==> src/rtl/uart_bus_master.sv <==
// 8N1 UART command decoder acting as a bus initiator: 'W'/'R' + little-endian address
// (+ data) frames become single word accesses; read data or 'K' goes back on TX.
`timescale 1ns/1ps
module uart_bus_master #(
  parameter int unsigned CLKS_PER_BIT = 868
) (
  input  logic        i_clock,
  input  logic        i_reset_n,
  input  logic        i_uart_rx,
  output logic        o_uart_tx,
  output logic        o_mem_valid,
  output logic        o_mem_instr,
  output logic [31:0] o_mem_addr,
  output logic [31:0] o_mem_wdata,
  output logic [3:0]  o_mem_wstrb,
  input  logic [31:0] i_mem_rdata,
  input  logic        i_mem_ready
);

  localparam int CW = $clog2(CLKS_PER_BIT);
  localparam logic [CW-1:0] BIT_LAST  = CW'(CLKS_PER_BIT - 1);
  localparam logic [CW-1:0] HALF_LAST = CW'(CLKS_PER_BIT / 2 - 1);

  typedef enum logic [1:0] {RX_IDLE, RX_START, RX_DATA, RX_STOP} rx_state_t;
  typedef enum logic [1:0] {TX_IDLE, TX_START, TX_DATA, TX_STOP} tx_state_t;
  typedef enum logic [2:0] {P_CMD, P_ADDR, P_DATA, P_BUS, P_RESP} p_state_t;

  rx_state_t r_rx_state, w_rx_next;
  tx_state_t r_tx_state, w_tx_next;
  p_state_t  r_p_state, w_p_next;

  logic          r_rx_s1, r_rx_s2, r_rx_prev;
  logic [CW-1:0] r_rx_cnt;
  logic [2:0]    r_rx_bit;
  logic [7:0]    r_rx_shift;
  logic          r_rx_done, r_rx_ferr;
  logic          w_rx_tick, w_rx_half, w_rx_fall, w_rx_ok, w_rx_bad;

  logic [CW-1:0] r_tx_cnt;
  logic [2:0]    r_tx_bit;
  logic [7:0]    r_tx_shift;
  logic          r_uart_tx;
  logic          w_tx_tick, w_tx_end, w_tx_start;
  logic [7:0]    w_tx_byte;
  logic [31:0]   w_tx_word;
  logic [1:0]    w_tx_sel;

  logic [1:0]    r_idx;
  logic          r_is_write;
  logic [31:0]   r_addr, r_wdata, r_rdata;
  logic          r_mem_valid;
  logic [31:0]   r_mem_addr, r_mem_wdata;
  logic [3:0]    r_mem_wstrb;
  logic          w_byte_take, w_bus_go, w_resp_last;
  logic [31:0]   w_addr_full, w_wdata_full;

  assign w_rx_tick = (r_rx_cnt == BIT_LAST);
  assign w_rx_half = (r_rx_cnt == HALF_LAST);
  assign w_rx_fall = r_rx_prev & ~r_rx_s2;
  assign w_tx_tick = (r_tx_cnt == BIT_LAST);
  assign w_tx_end  = (r_tx_state == TX_STOP) && w_tx_tick;

  assign o_uart_tx   = r_uart_tx;
  assign o_mem_valid = r_mem_valid;
  assign o_mem_instr = 1'b0;
  assign o_mem_addr  = r_mem_addr;
  assign o_mem_wdata = r_mem_wdata;
  assign o_mem_wstrb = r_mem_wstrb;

  // Receiver next state; only a true falling edge starts a frame, so a line stuck low is ignored.
  always_comb begin
    w_rx_next = r_rx_state;
    w_rx_ok   = 1'b0;
    w_rx_bad  = 1'b0;
    case (r_rx_state)
      RX_IDLE:  if (w_rx_fall) w_rx_next = RX_START;
      RX_START: if (w_rx_half) w_rx_next = r_rx_s2 ? RX_IDLE : RX_DATA;
      RX_DATA:  if (w_rx_tick && (r_rx_bit == 3'd7)) w_rx_next = RX_STOP;
      RX_STOP: begin
        if (w_rx_tick) begin
          w_rx_next = RX_IDLE;
          w_rx_ok   = r_rx_s2;
          w_rx_bad  = ~r_rx_s2;
        end
      end
      default:  w_rx_next = RX_IDLE;
    endcase
  end

  // Receiver state, synchronizer, baud counter and shift register.
  always_ff @(posedge i_clock or negedge i_reset_n) begin
    if (!i_reset_n) begin
      r_rx_state <= RX_IDLE;
      r_rx_s1    <= 1'b1;
      r_rx_s2    <= 1'b1;
      r_rx_prev  <= 1'b1;
      r_rx_cnt   <= {CW{1'b0}};
      r_rx_bit   <= 3'd0;
      r_rx_shift <= 8'h00;
      r_rx_done  <= 1'b0;
      r_rx_ferr  <= 1'b0;
    end else begin
      r_rx_state <= w_rx_next;
      r_rx_s1    <= i_uart_rx;
      r_rx_s2    <= r_rx_s1;
      r_rx_prev  <= r_rx_s2;
      if ((r_rx_state == RX_IDLE) || (w_rx_next != r_rx_state) || w_rx_tick) r_rx_cnt <= {CW{1'b0}};
      else r_rx_cnt <= r_rx_cnt + CW'(1);
      if ((r_rx_state == RX_DATA) && w_rx_tick) begin
        r_rx_shift <= {r_rx_s2, r_rx_shift[7:1]};
        r_rx_bit   <= r_rx_bit + 3'd1;
      end else if (r_rx_state != RX_DATA) begin
        r_rx_bit   <= 3'd0;
      end
      r_rx_done <= w_rx_ok;
      r_rx_ferr <= w_rx_bad;
    end
  end

  // Transmitter next state; a start request in the stop-bit tick chains bytes back to back.
  always_comb begin
    w_tx_next = r_tx_state;
    case (r_tx_state)
      TX_IDLE:  if (w_tx_start) w_tx_next = TX_START;
      TX_START: if (w_tx_tick) w_tx_next = TX_DATA;
      TX_DATA:  if (w_tx_tick && (r_tx_bit == 3'd7)) w_tx_next = TX_STOP;
      TX_STOP:  if (w_tx_tick) w_tx_next = w_tx_start ? TX_START : TX_IDLE;
      default:  w_tx_next = TX_IDLE;
    endcase
  end

  // Transmitter state, bit timer and serial output register.
  always_ff @(posedge i_clock or negedge i_reset_n) begin
    if (!i_reset_n) begin
      r_tx_state <= TX_IDLE;
      r_tx_cnt   <= {CW{1'b0}};
      r_tx_bit   <= 3'd0;
      r_tx_shift <= 8'h00;
      r_uart_tx  <= 1'b1;
    end else begin
      r_tx_state <= w_tx_next;
      if ((r_tx_state == TX_IDLE) || w_tx_tick) r_tx_cnt <= {CW{1'b0}};
      else r_tx_cnt <= r_tx_cnt + CW'(1);
      if (w_tx_start) begin
        r_uart_tx  <= 1'b0;
        r_tx_shift <= w_tx_byte;
        r_tx_bit   <= 3'd0;
      end else if (w_tx_tick && (r_tx_state == TX_START)) begin
        r_uart_tx  <= r_tx_shift[0];
        r_tx_shift <= {1'b0, r_tx_shift[7:1]};
      end else if (w_tx_tick && (r_tx_state == TX_DATA)) begin
        r_uart_tx  <= (r_tx_bit == 3'd7) ? 1'b1 : r_tx_shift[0];
        r_tx_shift <= {1'b0, r_tx_shift[7:1]};
        r_tx_bit   <= r_tx_bit + 3'd1;
      end else if (w_tx_end) begin
        r_uart_tx  <= 1'b1;
      end else begin
        r_uart_tx  <= r_uart_tx;
      end
    end
  end

  // Parser next state, bus launch and response byte selection.
  always_comb begin
    w_p_next     = r_p_state;
    w_tx_start   = 1'b0;
    w_byte_take  = r_rx_done && ((r_p_state == P_ADDR) || (r_p_state == P_DATA));
    w_resp_last  = r_is_write || (r_idx == 2'd3);
    w_addr_full  = (r_p_state == P_ADDR) ? {r_rx_shift, r_addr[23:0]} : r_addr;
    w_wdata_full = {r_rx_shift, r_wdata[23:0]};
    case (r_p_state)
      P_CMD:  if (r_rx_done && ((r_rx_shift == 8'h57) || (r_rx_shift == 8'h52))) w_p_next = P_ADDR;
      P_ADDR: begin
        if (r_rx_ferr) w_p_next = P_CMD;
        else if (r_rx_done && (r_idx == 2'd3)) w_p_next = r_is_write ? P_DATA : P_BUS;
      end
      P_DATA: begin
        if (r_rx_ferr) w_p_next = P_CMD;
        else if (r_rx_done && (r_idx == 2'd3)) w_p_next = P_BUS;
      end
      P_BUS: begin
        if (r_mem_valid && i_mem_ready) begin
          w_p_next   = P_RESP;
          w_tx_start = 1'b1;
        end
      end
      P_RESP: begin
        if (w_tx_end) begin
          if (w_resp_last) w_p_next = P_CMD;
          else w_tx_start = 1'b1;
        end
      end
      default: w_p_next = P_CMD;
    endcase
    w_bus_go  = (r_p_state != P_BUS) && (w_p_next == P_BUS);
    w_tx_word = (r_p_state == P_BUS) ? i_mem_rdata : r_rdata;
    w_tx_sel  = (r_p_state == P_BUS) ? 2'd0 : (r_idx + 2'd1);
    if (r_is_write) w_tx_byte = 8'h4B;
    else w_tx_byte = w_tx_word[{w_tx_sel, 3'b000} +: 8];
  end

  // Parser state, assembled address/data and the registered bus request.
  always_ff @(posedge i_clock or negedge i_reset_n) begin
    if (!i_reset_n) begin
      r_p_state   <= P_CMD;
      r_idx       <= 2'd0;
      r_is_write  <= 1'b0;
      r_addr      <= 32'h0000_0000;
      r_wdata     <= 32'h0000_0000;
      r_rdata     <= 32'h0000_0000;
      r_mem_valid <= 1'b0;
      r_mem_addr  <= 32'h0000_0000;
      r_mem_wdata <= 32'h0000_0000;
      r_mem_wstrb <= 4'h0;
    end else begin
      r_p_state <= w_p_next;
      if (w_p_next == P_CMD) r_idx <= 2'd0;
      else if (w_byte_take || ((r_p_state == P_RESP) && w_tx_end)) r_idx <= r_idx + 2'd1;
      if ((r_p_state == P_CMD) && (w_p_next == P_ADDR)) r_is_write <= (r_rx_shift == 8'h57);
      if (w_byte_take && (r_p_state == P_ADDR)) r_addr[{r_idx, 3'b000} +: 8] <= r_rx_shift;
      if (w_byte_take && (r_p_state == P_DATA)) r_wdata[{r_idx, 3'b000} +: 8] <= r_rx_shift;
      if (w_bus_go) begin
        r_mem_valid <= 1'b1;
        r_mem_addr  <= {w_addr_full[31:2], 2'b00};
        r_mem_wstrb <= r_is_write ? 4'hF : 4'h0;
        if (r_is_write) r_mem_wdata <= w_wdata_full;
      end else if ((r_p_state == P_BUS) && r_mem_valid && i_mem_ready) begin
        r_mem_valid <= 1'b0;
        r_rdata     <= i_mem_rdata;
      end
    end
  end

endmodule

==> config.mk <==
export PLATFORM = sky130hd
export DESIGN_NAME = uart_bus_master
export DESIGN_NICKNAME = d
export VERILOG_FILES = /design/src/rtl/uart_bus_master.sv
export SDC_FILE = /design/constraint.sdc
export NUM_CORES = 1
export LEC_CHECK = 0
export ABC_AREA = 1
export CORE_MARGIN = 5
export CORE_UTILIZATION = 45
export CTS_BUF_LIST = sky130_fd_sc_hd__clkbuf_16
export DETAILED_ROUTE_END_ITERATION = 10
export HOLD_SLACK_MARGIN = 0.02
export PLACE_DENSITY = 0.71
export SYNTH_ARGS = -nofsm -noshare
export SYNTH_HDL_FRONTEND = slang
export SYNTH_SLANG_ARGS = --single-unit
export TNS_END_PERCENT = 10
==> constraint.sdc <==
create_clock -name i_clock -period 2.9 [get_ports i_clock]
set_input_delay 0.725 -clock i_clock [delete_from_list [all_inputs] [get_ports i_clock]]
set_output_delay 0.725 -clock i_clock [all_outputs]
set_load 0.05 [all_outputs]
==> impl_metrics.csv, run 1 <==
group,metric,value,unit
sta,setup-violations-final,0,
hold_path,hold_path_class,"in -> async",
detailed_routing,wl_per_cell,13.94,um
cts,ctsHoldBuffers,0,
detailed_routing,dr.pass1.iters,5,
grt,groute.usage.overall,0.1736,
sta,hold_violations,0,
yosys,synth_most_common_cell,"nand2_1",
critical_path,cp_data_arrival_time,1.82,ns
sta,fin_ws,0.3542,ns
grt,grt_antenna_before_repair,0,
placed_design,pre_cts_ws,0.4918,ns
yosys,synth_seq_cells,208,
yosys,postSynthAreaPerCell,8.361,sq um
floorplanning,die_y,154.4,um
sta,relSlewSlack,0.5948,
critical_path,critical_path_class,"reg -> out",
final_layout,num_antenna_cells,0,
critical_path,cp_max_fo,2,
sta,tns,0,ns
sta,rsz0062_at_grt,"false",
floorplanning,dieArea,23850,sq um
yosys,syn_area,9389,sq um
floorplanning,core,20360,sq um
sta,max_freq,0.3928,GHz
cts,numCtsBuffers,22,
cts,root_buffer,"clkbuf_16",
status,status,"finished, final reports clean",
detailed_routing,routed_wl,20970,um
sta,post-route-period-util,0.8779,
placed_design,dp_hpwl,14640,um
cts,h-tree-depth,1,
yosys,ys_seq_area_frac,0.5549,
floorplanning,initial_core_util,0.4610,
grt,grt_pass1_wl,35020,um
detailed_routing,drt_iter0_markers,462,
final_layout,finalNetCount,1271,
yosys,yosysWarnings,0,
floorplanning,pin_count,107,
sta,skew,0.007783,ns
critical_path,critPathCaptureType,"output pin",
critical_path,path_buf_inv,1,
cts,cts_tree,"done",
placed_design,port-buffer-count,103,
critical_path,max_stage_delay,0.80,ns
yosys,synth.distinct_cells,37,
final_layout,fillers,1863,
yosys,async_flop_share,1.000,
grt,grt_overflow,0,
final_layout,synthToLayoutAreaGrowth,20.04,%
cts,cts_setup_buffers,0,
cts,clk_path_buf_depth,3,
floorplanning,die_w,154.4,um
cts,clock_sinks,208,
critical_path,slowest_stage,"clkdlybuf4s50_1",
final_layout,utilization,0.5535,
pwr,power.density,513.9,nW/um^2
critical_path,worstPathRequired,2.17,ns
critical_path,path_cells,"clkdlybuf4s50_1",
pwr,leakage,0.005411,uW
cts,ctsResizeCount,0,
detailed_routing,viasPerCell,4.950,
critical_path,cp-start-kind,"flop",
detailed_routing,drc,0,
yosys,yosys-top-cells-count,"nand2_1, dfrtp_1, o21ai_0",
sta,tightestPinTransition,0.6062,ns
detailed_routing,antenna_left,0,
placed_design,gp_congestion,0.8160,
job,drv_cap,0,
yosys,yosysTopAreaCell,"dfrtp_1",
yosys,synth_top_area_frac,0.5437,
final_layout,drive_above_1_share,0.06240,
critical_path,path_delay_family,"buffers and inverters",
yosys,synth_edf_count,0,
sta,slew_viol_final,0,
sta,period_minus_slack,2.546,ns
cts,insertion_delay,0.50,ns
pwr,ir_worst_vdd,0.0003420,V
yosys,synthCells,1123,
yosys,synth.top_cells.by_area,"dfrtp_1, nand2_1, o21ai_0, inv_1, nand3_1",
grt,grt_max_degree,67,
detailed_routing,vias,7445,
floorplanning,rows,52,
yosys,synth_ff_type,"dfrtp_1",
grt,grt_pass1_vias,7172,
cts,path_clk_slew,0.06,ns
==> flip-flops by register name, summed over array words and instances, names as in the netlist, 2 cells and up <==
register and flops:
r_tx_state 2, r_rx_bit 3, r_tx_shift 8, r_idx 2
r_p_state 3, r_wdata 24, o_mem_addr 30, r_rx_state 2
r_addr 30, o_mem_wdata 32, r_tx_cnt 10, r_rdata 32
r_rx_shift 8, r_tx_bit 3, r_rx_cnt 10
==> worst register-to-register path, cell delays in order, from the launching register on <==
cell and delay, ns:
dfrtp_1 0.41, inv_1 0.31, nand2_1 0.09, a21oi_1 0.15, nand2_1 0.10, nand2_1 0.08
inv_2 0.06, nor2_4 0.30, nand2_4 0.42, o21ai_0 0.35
==> power breakdown <==
part	total, uW	leakage, uW	internal (uW)	switching [uW]
Sequential	3010	0.00284	2960	50.3
Clock	2520	0.000337	1420	1100
Combinational	270	0.00224	113	156
==> layout by cell type (no fill, tap or decap), types with 3 or more instances in the layout <==
cell | netlist | final
ha_1 | 15 | 15
dfrtp_1 | 204 | 204
o21ai_1 | 18 | 18
clkinv_2 | 0 | 5
o21ai_0 | 115 | 115
clkbuf_16 | 0 | 23
inv_1 | 104 | 109
clkdlybuf4s50_1 | 0 | 102
inv_2 | 12 | 12
nor3_1 | 30 | 30
conb_1 | 1 | 3
clkinv_1 | 0 | 5
nor2_1 | 48 | 48
dfstp_2 | 4 | 4
o21ai_2 | 4 | 4
xnor2_1 | 4 | 4
nand2_2 | 4 | 4
nand3_1 | 58 | 58
a21oi_1 | 19 | 19
o211ai_1 | 4 | 4
nand4_1 | 13 | 13
buf_4 | 6 | 12
nor3b_1 | 4 | 4
xor2_1 | 3 | 3
nand2_1 | 393 | 393
nor2_2 | 3 | 3
==> routing by layer <==
layer | wire [um] | global-route usage
met1 | 9785 | 0.2539
met2 | 9506 | 0.2739
met3 | 1372 | 0.03157
met4 | 304 | 0.03574
met5 | 0 | 0
==> per-stage QoR <==
| step | hold WS [ns] | cells | instance area (sq um) | total power [uW] |
|---|---|---|---|---|
| finish | 0.2197 | 1504 | 11270 | 5793 |
| global route | 0.2629 | 1504 | 11270 | 6029 |
| CTS | 0.2349 | 1504 | 11270 | 5870 |
| detailed placement | 0.3478 | 1466 | 10630 | 3334 |
| global placement | 0.3458 | 1466 | 10630 | 3328 |
| floorplan | 0.3452 | 1125 | 9397 | 3189 |
==> area by class of cell <==
class | count | area (sq um) | area share
multi-input combinational | 755 | 3485 | 0.3092
sequential | 208 | 5210 | 0.4623
timing repair buffer | 117 | 1165 | 0.1034
tap | 270 | 337.8 | 0.02997
clock buffer | 23 | 575.6 | 0.05107
clock inverter | 15 | 62.56 | 0.005551
inverter | 116 | 435.4 | 0.03863
==> final timing paths <==
check / end / slack [ns] / cells past startpoint / start
min reg2reg: r_rx_s2 / 0.36 / 0 / r_rx_s1
max reg2reg: o_mem_wdata[11] / 0.53 / 9 / r_rx_shift[0]
min: o_mem_wdata[21] / 0.22 / 1 / i_reset_n
max in group asynchronous: r_rx_prev / 1.91 / 2 / i_reset_n
max: o_uart_tx / 0.35 / 1 / o_uart_tx
min in group i_clock: r_rx_s2 / 0.36 / 0 / r_rx_s1
==> cell families (layout without fill, tap and decap cells) <==
family                     count (synthesis)  in the layout  synth area share
AOI/OAI and AO/OA                        168            168           0.09448
xor gates and xnor gates                   7              7          0.006530
adders and majority gates                 15             15           0.01999
buffers and inverters                    162            271           0.07476
DFF                                      208            208            0.5549
other                                      1              3         0.0003994
and+or+nand+nor                          562            562            0.2489
Note: power is estimated with default switching activity, not from simulation.
==> inputs of run 2 (changes only) <==
--- a/config.mk
+++ b/config.mk
@@ -12,6 +12,7 @@
 export DETAILED_ROUTE_END_ITERATION = 10
 export HOLD_SLACK_MARGIN = 0.02
 export PLACE_DENSITY = 0.71
+export SLEW_MARGIN = 20
 export SYNTH_ARGS = -nofsm -noshare
 export SYNTH_HDL_FRONTEND = slang
 export SYNTH_SLANG_ARGS = --single-unit
==> constraint.sdc (replaced) <==
create_clock -name i_clock -period 2.9 [get_ports i_clock]
set_input_delay 0.725 -clock i_clock [delete_from_list [all_inputs] [get_ports i_clock]]
set_output_delay 0.725 -clock i_clock [all_outputs]
set_load 0.005 [all_outputs]
==> run 2 against run 1 <==
Effect of this change: clock-buffer cell count decreased by 1; core utilization about the same; cell count about the same; first-iteration DRC count decreased by 1.9%; flip-flop and latch count is the same; clock skew up 0.0098 ns; via count rose by 0.48%; critical path type is now reg -> reg.
==> impl_metrics.csv, run 2 (synthesis gave the netlist of run 1 again) <==
group,metric,value,unit
status,status,"finished, final reports clean",
sta,max_freq,0.4210,GHz
floorplanning,die_y,154.4,um
final_layout,utilization,0.5530,
cts,clk_path_buf_depth,3,
sta,hold_violations,0,
grt,grt_pass1_vias,7112,
floorplanning,dieArea,23850,sq um
final_layout,synthToLayoutAreaGrowth,19.94,%
sta,tightestPinTransition,0.7828,ns
grt,grt_pass1_wl,35590,um
detailed_routing,drt_iter0_markers,453,
critical_path,critPathMostFrequentCell,"nand2_1",
cts,h-tree-depth,1,
detailed_routing,drc,0,
sta,tns,0,ns
final_layout,ff_latch_area,5210,sq um
grt,grt_antenna_before_repair,0,
placed_design,dp_hpwl,15110,um
critical_path,critical_path_class,"reg -> reg",
sta,skew,0.01761,ns
cts,cts_tree,"done",
detailed_routing,antenna_left,0,
pwr,leakage,0.005395,uW
sta,period_minus_slack,2.375,ns
pwr,finalPower,5748,uW
critical_path,path_cells,"buf_4, inv_1, ha_1, nand2_1, nor3_1, nand2_1, o21ai_0",
critical_path,worstPathRequired,3.33,ns
critical_path,critPathCaptureType,"flop",
cts,numCtsBuffers,22,
critical_path,max_stage_delay,0.48,ns
critical_path,path_buf_inv,2,
detailed_routing,viasPerCell,4.977,
final_layout,drive_above_1_share,0.05921,
critical_path,cp_data_arrival_time,2.80,ns
floorplanning,rows,52,
cts,root_buffer,"clkbuf_16",
job,drv_cap,0,
grt,grt_overflow,0,
floorplanning,initial_core_util,0.4610,
sta,finalHoldWorstSlack,0.1693,ns
final_layout,num_antenna_cells,0,
critical_path,cp-start-kind,"flop",
sta,setup-violations-final,0,
floorplanning,die_w,154.4,um
detailed_routing,routed_wl,21260,um
cts,ctsResizeCount,0,
placed_design,place_area,10630,sq um
cts,clock_sinks,208,
grt,groute.usage.overall,0.1766,
grt,grt_max_degree,58,
sta,relSlewSlack,0.4774,
detailed_routing,vias,7481,
critical_path,slowest_stage,"nor3_1",
cts,insertion_delay,0.51,ns
final_layout,layout_common_cells,"nand2_1, dfrtp_1, o21ai_0",
sta,rsz0062_at_grt,"false",
final_layout,fillers,1882,
final_layout,finalNetCount,1269,
sta,post-route-period-util,0.8191,
cts,ctsHoldBuffers,0,
hold_path,hold_path_class,"in -> async",
floorplanning,pin_count,107,
placed_design,port-buffer-count,103,
final_layout,multi_input_comb_area,3485,sq um
final_layout,fin_area,11260,sq um
floorplanning,core,20360,sq um
detailed_routing,dr.pass1.iters,5,
final_layout,layout_commonest_cell,"nand2_1",
placed_design,gp_congestion,0.8406,
pwr,power.density,510.5,nW/um^2
cts,path_clk_slew,0.06,ns
sta,slew_viol_final,0,
critical_path,cp_max_fo,35,
cts,cts_setup_buffers,0,
critical_path,path_delay_family,"simple AND/OR/NAND/NOR gates",
pwr,ir_worst_vdd,0.0003498,V
detailed_routing,wl_per_cell,14.14,um
run 2: changes by cell type in the layout (fill, tap and decap cells not counted), sizes merged:
cell and delta:
clkbuf -1, inv -1, buf -2, clkinv +3
run 2: metal layers:
layer  GRT usage  up-vias  wire length (um)
met4     0.03574        0               277
met1      0.2571     3520             10080
li1            -     3767                 -
met5           0        -                 0
met3     0.02822       26               999
met2      0.2831      168              9905
run 2: report_power, final:
part | total (uW) | switching, uW | internal (uW)
logic | 266 | 152 | 114
clock network | 2470 | 1100 | 1370
registers | 3010 | 54.6 | 2960
total | 5750 | 1300 | 4440
run 2: path summary, 6_finish.rpt:
| check | start | end | slack, ns | cells past startpoint |
|---|---|---|---|---|
| min in group i_clock | r_rx_s1 | r_rx_s2 | 0.35 | 0 |
| max | r_idx[0] | r_wdata[8] | 0.52 | 7 |
| min reg2reg | r_rx_s1 | r_rx_s2 | 0.35 | 0 |
| min | i_reset_n | o_mem_wdata[20] | 0.17 | 1 |
| max in group asynchronous | i_reset_n | r_rx_s2 | 2.01 | 2 |
| max reg2reg | r_idx[0] | r_wdata[8] | 0.52 | 7 |
run 2: final cells by class:
type	instances	area share
well taps	270	0.03000
clock buffers	22	0.04889
multi-input cells	755	0.3094
repair buffers	115	0.1032
flip-flops and latches	208	0.4627
inverters	116	0.03867
clock inverters	17	0.007111
run 2: per-stage QoR:
step	std cells	setup slack [ns]
final	1503	0.5247
after global routing	1503	0.2661
after CTS	1503	0.5703
after detailed placement	1464	0.5819
after global placement	1464	0.5906
after floorplan	1125	0.6919
run 2: worst reg2reg max path: cells and delay by family (launching register included):
| kind | cells | cell delay (ns) |
|---|---|---|
| adder cells (fa/ha/maj) | 1 | 0.44 |
| buffers and inverters | 2 | 0.48 |
| AO/OA/AOI/OAI | 1 | 0.09 |
| flip-flops | 1 | 0.36 |
| AND/OR/NAND/NOR | 3 | 0.93 |
